$ cat src/rtl/uart_pkg.sv
// uart_pkg: shared UART state encoding, parity polarity constants and parity helper
//   state_e     : frame FSM states shared by the TX framer and RX path
//   PARITY_EVEN : parity bit = ^data
//   PARITY_ODD  : parity bit = ~^data
//   par()       : parity of a word of up to 8 bits (zero-extend narrower words)
package uart_pkg;
    typedef enum logic [2:0] {IDLE, START, DATA, PARITY, STOP} state_e;
    localparam logic PARITY_EVEN = 1'b0;
    localparam logic PARITY_ODD  = 1'b1;
    function automatic logic par(input logic [7:0] data, input logic odd);
        return (^data) ^ odd;
    endfunction
endpackage

$ cat src/rtl/uart_bit_timer.sv
// uart_bit_timer: free-running bit-period counter 0..CLKS_PER_BIT-1
//   clk, rst   : clock, asynchronous active-high reset
//   clr_i      : hold the counter at 0 (used while the line is idle)
//   bit_end_o  : high in the last clk of each bit period
module uart_bit_timer #(
    parameter int CLKS_PER_BIT = 16
) (
    input  logic clk,
    input  logic rst,
    input  logic clr_i,
    output logic bit_end_o
);
    localparam int W = $clog2(CLKS_PER_BIT);
    logic [W-1:0] cnt_q, cnt_d;
    assign bit_end_o = cnt_q == W'(CLKS_PER_BIT - 1);
    assign cnt_d = (clr_i || bit_end_o) ? '0 : cnt_q + 1'b1;
    always_ff @(posedge clk or posedge rst) begin
        if (rst) cnt_q <= '0;
        else     cnt_q <= cnt_d;
    end
endmodule

$ cat src/rtl/uart_tx_frame.sv
// uart_tx_frame: serialises one word per handshake as start + data (LSB first) + parity + stop bits
//   clk, rst  : clock, asynchronous active-high reset
//   tx_data   : word to send, captured on accept
//   tx_valid  : word available; accepted when tx_ready is high
//   tx_ready  : high only while idle
//   tx_out    : registered serial line, idle high
//   tx_busy   : frame in progress
//   tx_done   : one-clk pulse after the last stop bit
module uart_tx_frame #(
    parameter int DATA_WIDTH   = 8,
    parameter int CLKS_PER_BIT = 16,
    parameter int PARITY_EN    = 1,
    parameter int PARITY_ODD   = 0,
    parameter int STOP_BITS    = 1
) (
    input  logic                  clk,
    input  logic                  rst,
    input  logic [DATA_WIDTH-1:0] tx_data,
    input  logic                  tx_valid,
    output logic                  tx_ready,
    output logic                  tx_out,
    output logic                  tx_busy,
    output logic                  tx_done
);
    import uart_pkg::*;
    localparam int IW = $clog2(DATA_WIDTH);
    state_e                state_q, state_d;
    logic [DATA_WIDTH-1:0] shreg_q, shreg_d;
    logic [IW-1:0]         idx_q, idx_d;
    logic                  stop_q, stop_d;
    logic                  par_q, par_d;
    logic                  out_q, out_d;
    logic                  done_q, done_d;
    logic                  bit_end;

    // Timer is parked at 0 while idle so every frame starts with a full start bit.
    uart_bit_timer #(.CLKS_PER_BIT(CLKS_PER_BIT)) u_timer (
        .clk       (clk),
        .rst       (rst),
        .clr_i     (state_q == IDLE),
        .bit_end_o (bit_end)
    );

    always_comb begin
        state_d = state_q;
        shreg_d = shreg_q;
        idx_d   = idx_q;
        stop_d  = stop_q;
        par_d   = par_q;
        done_d  = 1'b0;
        unique case (state_q)
            IDLE: if (tx_valid) begin
                shreg_d = tx_data;
                par_d   = par(8'(tx_data), PARITY_ODD != 0);
                idx_d   = '0;
                stop_d  = 1'b0;
                state_d = START;
            end
            START: if (bit_end) state_d = DATA;
            DATA: if (bit_end) begin
                shreg_d = shreg_q >> 1;
                idx_d   = idx_q + 1'b1;
                if (idx_q == IW'(DATA_WIDTH - 1)) state_d = (PARITY_EN != 0) ? PARITY : STOP;
            end
            PARITY: if (bit_end) state_d = STOP;
            STOP: if (bit_end) begin
                stop_d = stop_q + 1'b1;
                if (stop_q == 1'(STOP_BITS - 1)) begin
                    state_d = IDLE;
                    done_d  = 1'b1;
                end
            end
            default: state_d = IDLE;
        endcase
        // Line level is derived from the next state so tx_out can be a plain flop.
        out_d = (state_d == START)  ? 1'b0 :
                (state_d == DATA)   ? shreg_d[0] :
                (state_d == PARITY) ? par_d : 1'b1;
    end

    always_ff @(posedge clk or posedge rst) begin
        if (rst) begin
            state_q <= IDLE;
            shreg_q <= '0;
            idx_q   <= '0;
            stop_q  <= 1'b0;
            par_q   <= 1'b0;
            out_q   <= 1'b1;
            done_q  <= 1'b0;
        end else begin
            state_q <= state_d;
            shreg_q <= shreg_d;
            idx_q   <= idx_d;
            stop_q  <= stop_d;
            par_q   <= par_d;
            out_q   <= out_d;
            done_q  <= done_d;
        end
    end

    assign tx_ready = state_q == IDLE;
    assign tx_busy  = ~tx_ready;
    assign tx_out   = out_q;
    assign tx_done  = done_q;
endmodule

$ cat config.mk
export PLATFORM = sky130hd
export DESIGN_NAME = uart_tx_frame
export DESIGN_NICKNAME = d
export VERILOG_FILES = /design/src/rtl/uart_pkg.sv /design/src/rtl/uart_bit_timer.sv /design/src/rtl/uart_tx_frame.sv
export SDC_FILE = /design/constraint.sdc
export NUM_CORES = 1
export LEC_CHECK = 0
export CAP_MARGIN = 20
export CORE_ASPECT_RATIO = 1.1
export CORE_MARGIN = 8
export CORE_UTILIZATION = 53
export DETAILED_ROUTE_END_ITERATION = 10
export MAX_ROUTING_LAYER = met4
export PLACE_DENSITY = 0.87
export SYNTH_ARGS = -nofsm -noshare
export SYNTH_HDL_FRONTEND = slang
export SYNTH_SLANG_ARGS = --single-unit
export TNS_END_PERCENT = 30
$ cat constraint.sdc
create_clock -name clk -period 1.65 [get_ports clk]
set_input_delay 0.2475 -clock clk [delete_from_list [all_inputs] [get_ports clk]]
set_output_delay 0.2475 -clock clk [all_outputs]
set_load 0.01 [all_outputs]
# Word-level counts from Yosys, hierarchy flattened
# Index checks and enable logic that the tools add are counted.
# classes
n_addsub	3
n_eq_ne	12
muxes	26
bitwise_logic	1
reduce_logical	7
# op_table
cell	count
two-way mux 3 bit	9
two-way mux 8 bit	2
case mux 8 bit (2 select lines)	1
case mux 3 bit (5 select lines)	1
equality test 3 x 2 -> 1 bit, second input constant	4
two-way mux 1 bit	10
XOR reduction 8 bit	1
equality test 3 x 1 -> 1 bit, second input constant	2
equality test 3 bit, second input constant	2
case mux 3 bit (2 select lines)	1
AND reduction 3 bit	2
adder 4 x 1 -> 4 bit, second input constant	1
equality test 4 bit, second input constant	1
two-way mux 4 bit	1
inequality test 2 x 1 -> 1 bit, second input constant	2
nonzero test 2 bit	2
adder 3 x 1 -> 3 bit, second input constant	1
logical NOT 3 bit	1
inequality test 2 bit, second input constant	1
case mux 1 bit (2 select lines)	1
adder 1 bit, second input constant	1
logical OR 1 bit	1
inverter 1 bit	1
# word_totals
reg_bits	22
in_bits	11
out_inout_bits	4
wordCells	58

# Depth between registers and ports, before layout
# Gate-level depths: netlist (run 1).
# logic_depth
depth_word	8
depth_mapped	6
ltp_nobuf	5

# Cells and area by module
# From an unflattened synthesis (run 1), not the netlist that was laid out.
# unflattened
hier_cells	106
hier_area_um2	1112.3
# modules_own_cells
mod	n_inst	cells_per_inst	area_each_um2	seq_area_each_um2
uart_tx_frame	1	92	937.1	451.7
uart_bit_timer	1	14	175.2	100.1

# Least setup slack after synthesis (run 1)
# No wires, ideal clock.
# synth_path
path_kind	register -> register
from	register u_timer.cnt_q[0]
to	register idx_q[2]
setup_ns	0.122
t_arrival_ns	1.381
t_required_ns	1.528
setup_slack_ns	0.147
stages_incl_launch_ff	7
path_buffers	1
period_less_slack_ns	1.503
path_cell_list	dfrtp_1 ha_1 nand3_2 nor3_4 buf_6 inv_2 a32o_1
# synth_between
elab_chain_len	3
# synth_lines
element	line	text
start: declaration	uart_bit_timer.sv:14	logic [W-1:0] cnt_q, cnt_d;
start signal: assignment	uart_bit_timer.sv:19	else cnt_q <= cnt_d;
equality test 4 bit	uart_bit_timer.sv:15	assign bit_end_o = cnt_q == W'(CLKS_PER_BIT - 1);
inequality test 2 x 1 -> 1 bit (no source line)	n/a	
AND reduction 3 bit (no source line)	n/a	
end signal: assignment	uart_tx_frame.sv:93	idx_q <= idx_d;
end: declaration	uart_tx_frame.sv:29	logic [IW-1:0] idx_q, idx_d;
# No other way between the ends.
# A chain may end at the register's enable or synchronous reset.

# Final worst setup path (run 1)
# layout_path
from	register state_q[0]
to	output tx_busy
# layout_between
elab_chain_len	2
# layout_lines
element	line	text
start: declaration	uart_tx_frame.sv:27	state_e state_q, state_d;
start signal: assignment	uart_tx_frame.sv:91	state_q <= state_d;
logical NOT 3 bit	uart_tx_frame.sv:101	assign tx_ready = state_q == IDLE;
inverter 1 bit	uart_tx_frame.sv:102	assign tx_busy = ~tx_ready;
end: declaration	uart_tx_frame.sv:22	output logic tx_busy,
# No other way between the ends.

==> run_results.csv, run 1 <==
group,metric,value,unit
finish,fin_area,1406,um2
detailed_routing,vias_per_cell,5.401,
power,leakage,0.0006469,uW
synth,avgSynthCellArea,11.22,um2
floorplanning,io_pins,15,
synth,synth_edf_count,0,
detailed_routing,route.detailed.drc,0,
worst_setup_path,start_kind,"flip-flop",
worst_setup_path,cp_data_arrival_time,1.38,ns
global_routing,grt_max_degree,13,
timing,grt_setup_unrepaired,"true",
synth,ys_types,40,
synth,syn_inst,104,
floorplanning,die-width,60.75,um
finish,fillers,178,
synth,ys_ff_latch,22,
synth,ys_seq_area_share,47.27,%
timing,fin_crit,1.624,ns
flow_run,cap_viol_max_count,0,
synth,ys_async_sr_fraction,100.0,%
global_routing,grt_use_total,13.48,%
timing,max_slew_margin,72.90,%
power,ir_drop,0.5897,mV
hold_path,hold_path_class,"input pin to async pin",
timing,setup_viol_count_final,0,
worst_setup_path,critical_path.endpoint_type,"output port",
timing,hold_viol,0,
status,status,"complete, no violations",
worst_setup_path,slowest_stage,"dfrtp_1",
synth,yosysWarnings,0,
floorplanning,die_y,65.22,um
floorplanning,core,2162,um2
timing,holdWs,0.2100,ns
worst_setup_path,crit_type,"flip-flop to output port",
clock_tree,numClockSinks,22,
finish,area_growth,20.47,%
synth,synth_top_cell_by_area,"dfrtp_1",
worst_setup_path,cp_top_family,"flip-flops",
synth,netlist_area,1167,um2
synth,synth_most_common_cell,"dfrtp_1",
detailed_routing,wl_per_cell,14.95,um
worst_setup_path,cp.required,1.40,ns
floorplanning,start_util,53.99,%
finish,seqCellArea,551.8,um2
detailed_routing,ant_nets,0,
detailed_routing,dr_total_vias,848,
global_routing,grt_pass1_wl,4.105,mm
timing,skew,0.003034,ns
synth,postSynthNetCount,118,
clock_tree,htreeDepth,1,
global_routing,grt_antenna_before_repair,0,
placement,routabilityCongestion,0.8969,
placement,placed_cell_area,1371,um2
global_routing,grt_pass1_vias,946,
placement,dp_hpwl,1.826,mm
timing,final_max_slew_viol_count,0,
finish,nets,142,
global_routing,overflow,0,
finish,multiInputGateArea,568.0,um2
floorplanning,dieArea,3962,um2
timing,worst_pin_slew,0.4060,ns
detailed_routing,dr.pass1.iters,4,
worst_setup_path,crit_chain,"or3_4, buf_4, buf_2",
worst_setup_path,critPathMaxFanout,3,
synth,synth_top_flop_cell,"dfrtp_1",
finish,drive_above_1_share,23.62,%
floorplanning,rows,18,
synth,yosysTopAreaCellShare,45.02,%
timing,max_freq,615.8,MHz
clock_tree,clock_latency,0.30,ns
detailed_routing,drtIter0Drc,13,
clock_tree,root_buffer,"clkbuf_4",
synth,synth_commonest_cells,"dfrtp_1, nand2_1, xnor2_1, nor2_1",
clock_tree,clk_pin_slew,0.12,ns
finish,diodes,0,
clock_tree,cts_buffers,3,
worst_setup_path,worst-path-buf-inv,2,
clock_tree,cts_tree,"built",
placement,io_buffer_count,14,
worst_setup_path,slowest_delay,0.42,ns
synth,synthTopCellsByArea,"dfrtp_1, xnor2_1, a221o_1, and2_1, ha_1",
clock_tree,cts.path.max_buffers,2,
detailed_routing,routed_wl,2.347,mm
timing,fin_crit_sh,98.42,%
power,power_density,1325,nW/um2
==> final timing paths <==
kind | start | endpoint | slack (ns) | depth (start not counted)
worst max-delay path | state_q[0] | tx_busy | 0.03 | 3
worst min-delay path | rst | u_timer.cnt_q[0] | 0.21 | 2
worst max register to register | u_timer.cnt_q[0] | tx_out | 0.05 | 5
worst min register to register | stop_q | tx_done | 0.50 | 1
max in group asynchronous | rst | shreg_q[7] | 0.93 | 3
min in group clk | stop_q | tx_done | 0.50 | 1
==> layer usage <==
| layer | GRT usage, % | routed length [um] |
|---|---|---|
| met1 | 16.08 | 1075 |
| met2 | 21.83 | 1177 |
| met3 | 2.539 | 73 |
| met4 | 4.956 | 20 |
| met5 | - | 0 |
==> metrics by stage <==
step	util [%]	setup TNS (ns)	cells	power, uW	setup slack [ns]
global route	65.05	-0.01782	157	1997	-0.01782
detailed placement	63.43	-0.7188	153	1586	-0.08795
global placement	63.43	-0.3760	153	1539	-0.05235
finish	65.05	0	157	1864	0.02614
CTS	64.35	0	157	1843	0.001495
floorplan	-	0	104	1377	0.1472
==> state kept, by name (all words and copies together) (netlist names) <==
register / flops
par_q: 1
stop_q: 1
u_timer.cnt_q: 4
state_q: 3
tx_done: 1
idx_q: 3
shreg_q: 8
tx_out: 1
==> power breakdown <==
group          switching, uW  leakage (uW)  internal [uW]  total [uW]
sequential               160      0.000275            753         913
clock                    159     0.0000150           94.2         253
combinational            332      0.000357            366         698
total                    651      0.000647           1210        1860
==> final cells by class <==
type	count	area share [%]
clock buffer	4	1.868
inverter	4	1.068
multi-input combinational	73	40.39
sequential	22	39.23
tap	30	2.669
timing repair buffer	24	14.77
==> placed cells by master (no fill, tap or decap), types with 2 or more instances in the layout <==
master	Yosys	layout
a221o_1	6	6
and2_1	6	6
buf_2	0	2
buf_4	2	10
clkbuf_4	0	3
clkdlybuf4s50_1	0	11
dfrtp_1	21	21
ha_1	3	2
inv_1	3	3
mux2i_1	3	3
nand2_1	9	9
nand3_1	2	2
nor2_1	7	7
o21ai_0	4	4
xnor2_1	8	8
==> kinds of logic (layout without fill, tap and decap cells) <==
logic type               count (synthesis)  count (layout)  synth area share [%]
AO/OA/AOI/OAI                           17              17                 12.22
buffers and inverters                    9              32                 5.465
flip-flops                              22              22                 47.27
multiplexers                             4               4                 3.537
adder cells (fa/ha/maj)                  3               3                 3.216
AND/OR/NAND/NOR                         40              40                 21.55
XOR/XNOR                                 9               9                 6.753
==> timing repair <==
| item | CTS | global route |
|---|---|---|
| gates resized for setup | 9 | 3 |
| pin swaps | 0 | 1 |
| endpoints found under the setup margin | 2 | 10 |
| hold buffers | 0 | 0 |
| setup buffers | 0 | 0 |
No activity file was read; power rests on OpenSTA's default activity.
==> run 2: changes to the inputs <==
Settings changed: ABC_AREA set to 1, CORE_UTILIZATION 53 to 54, PLACE_DENSITY 0.87 to 0.88.
==> run 2 against run 1 <==
Effect of this change: first-iteration DRC count increased to 2.8 times the previous value; sequential cell count did not move; synthesized area up 2.0%; core utilization increased by 0.64 points; largest cell class is now flip-flops and latches.
==> run_results.csv, run 2 <==
group,metric,value,unit
timing,setup_viol_count_final,0,
clock_tree,clk_pin_slew,0.12,ns
synth,avgSynthCellArea,7.994,um2
synth,yosysWarnings,0,
worst_setup_path,start_kind,"flip-flop",
clock_tree,cts.path.max_buffers,2,
synth,yosysTopAreaCellShare,44.12,%
finish,top_register,"shreg_q",
detailed_routing,drtIter0Drc,37,
detailed_routing,dr_total_vias,1005,
floorplanning,io_pins,15,
power,switching_share,22.06,%
detailed_routing,dr.pass1.iters,4,
timing,skew,0.005905,ns
clock_tree,clock_latency,0.31,ns
floorplanning,rows,18,
flow_run,cap_viol_max_count,0,
clock_tree,htreeDepth,1,
synth,synth_most_common_cell,"nand2_1",
timing,final_max_slew_viol_count,0,
worst_setup_path,crit_start,"state_q[2]",
global_routing,grt_pass1_wl,4.036,mm
worst_setup_path,critPathMaxFanout,3,
synth,postSynthNetCount,163,
synth,ys_types,24,
hold_path,hold_path_class,"input pin to async pin",
timing,worst_pin_slew,0.2725,ns
worst_setup_path,slowest_stage,"dfrtp_2",
power,p_comb_share,9.0,%
synth,netlist_area,1191,um2
power,leakage,0.0007944,uW
finish,diodes,0,
detailed_routing,wl_per_cell,11.26,um
finish,reg_top3,"shreg_q x8, u_timer.cnt_q x4",
finish,nets,184,
floorplanning,dieArea,3967,um2
placement,routabilityCongestion,0.8205,
timing,fin_crit_sh,94.82,%
timing,max_freq,639.2,MHz
worst_setup_path,slowest_delay,0.45,ns
synth,ys_ff_latch,22,
worst_setup_path,cp_top_family,"flip-flops",
global_routing,grt_use_total,13.28,%
timing,fin_crit,1.565,ns
finish,drive_above_1_share,11.83,%
finish,final_util,65.68,%
floorplanning,die_y,65.26,um
detailed_routing,routed_wl,2.241,mm
global_routing,grt_max_degree,23,
floorplanning,die-width,60.78,um
power,p_seq_share,59.0,%
power,pwr-share-clk,32.0,%
detailed_routing,ant_nets,0,
worst_setup_path,cp_data_arrival_time,1.32,ns
clock_tree,numClockSinks,22,
finish,area_growth,19.22,%
clock_tree,cts_buffers,3,
global_routing,grt_antenna_before_repair,0,
worst_setup_path,critical_path.endpoint_type,"output port",
global_routing,overflow,0,
power,finalPower,913.6,uW
worst_setup_path,cp.required,1.40,ns
worst_setup_path,crit_type,"flip-flop to output port",
finish,instances_no_fill,199,
finish,largest_register_ff_count,8,
floorplanning,core,2162,um2
detailed_routing,route.detailed.drc,0,
synth,synthTopCellsByArea,"dfrtp_1, nand2_1, inv_1, nor2_1, a22oi_1",
timing,max_slew_margin,81.83,%
synth,ys_async_sr_fraction,100.0,%
power,ir_drop,0.3907,mV
synth,synth_top_flop_cell,"dfrtp_1",
synth,synth_edf_count,0,
placement,io_buffer_count,14,
timing,hold_viol,0,
timing,totalNegativeSetupSlack,0,ns
detailed_routing,vias_per_cell,5.050,
floorplanning,start_util,55.09,%
power,power_density,643.3,nW/um2
synth,synth_commonest_cells,"nand2_1, inv_1, dfrtp_1, nor2_1",
timing,grt_setup_unrepaired,"false",
synth,ys_seq_area_share,46.32,%
global_routing,grt_pass1_vias,1032,
placement,dp_cells,193,
status,status,"complete, no violations",
power,power.switching,201.5,uW
placement,dp_hpwl,1.857,mm
clock_tree,root_buffer,"clkbuf_4",
worst_setup_path,worst-path-buf-inv,2,
synth,synth_top_cell_by_area,"dfrtp_1",
synth,syn_inst,149,
clock_tree,cts_tree,"built",
worst_setup_path,r2r-start,"u_timer.cnt_q[0]",
finish,final_common_cell,"nand2_1",
worst_setup_path,crit_chain,"nor2_4, nand2_1, inv_1, clkdlybuf4s15_1",
power,p_int,712.0,uW
finish,layout_common_cells,"nand2_1, inv_1, dfrtp_1, nor2_1, clkdlybuf4s50_1",
-- run 2: changes by cell type after synthesis, sizes merged, moves of 3 or more --
cell	change
nand3	+3
o21ai	+4
a22oi	+5
xnor2	-5
and2	-6
mux2i	-3
nand2	+42
a221o	-6
inv	+21
buf	-4
nor2	+9
-- run 2: area by class of cell --
type	count	area, um2
inverter	25	93.84
timing repair buffer	17	163.9
tap	30	37.54
multi-input combinational	101	534.3
sequential	22	554.3
fill	191	742.0
clock buffer	4	36.28
-- run 2: routing by layer --
metal | global-route usage (%) | up-vias | wire, um | share of wire [%]
met3 | 1.172 | 5 | 31 | 1.4
met5 | - | - | 0 | 0
met2 | 23.68 | 17 | 1151 | 51
li1 | - | 506 | - | -
met4 | 4.373 | 0 | 42 | 1.9
met1 | 14.91 | 477 | 1015 | 45
-- run 2: per-stage QoR --
step,hold WS (ns),cell area (um2),setup WS [ns]
6_report,0.2665,1420,0.08542
3_5_place_dp,0.4563,1365,0.06692
2_1_floorplan,0.2360,1191,0.3008
4_1_cts,0.2721,1416,0.03441
5_1_grt,0.2978,1420,0.0006847
3_3_place_gp,0.4464,1365,0.1478
-- run 2: logic make-up after synthesis --
group | after synthesis | synth area share, %
AND/OR/NAND/NOR | 76 | 29.31
buffers and inverters | 26 | 8.823
flip-flops | 22 | 46.32
AO/OA/AOI/OAI | 18 | 9.454
XOR/XNOR | 4 | 2.942
adder cells (fa/ha/maj) | 3 | 3.152
-- run 2: power by group through the flow --
stage / Clock, uW / Sequential, uW / Combinational, uW
2_1_floorplan: 0 / 549 / 42.1
6_report: 292 / 539 / 82.0
4_1_cts: 298 / 539 / 83.6
3_5_place_dp: 0 / 549 / 83.6
5_1_grt: 322 / 539 / 93.8
3_3_place_gp: 0 / 549 / 79.5
-- run 2: what timing repair did --
action | CTS | global route
buffers inserted | 2 | 0
hold buffers | 0 | 0
gates resized for setup | 4 | 2
endpoints found under the setup margin | 2 | 2
-- run 2: worst paths after layout --
kind                                     to  slack, ns  cells after the start
setup reg to reg                     tx_out       0.13                      8
hold / removal                   shreg_q[4]       0.27                      3
max in group asynchronous            tx_out       1.11                      3
setup / recovery                   tx_ready       0.09                      4
min in group clk           u_timer.cnt_q[0]       0.47                      1
hold reg to reg            u_timer.cnt_q[0]       0.47                      1
-- run 2: worst reg2reg max path, stage by stage, from the launching register on --
cell     delay, ns
dfrtp_1       0.41
ha_1          0.26
nand3_4       0.14
nor2_8        0.08
nor2_4        0.25
nand2_1       0.12
nand3_1       0.10
nand2_1       0.05
nand2_1       0.07
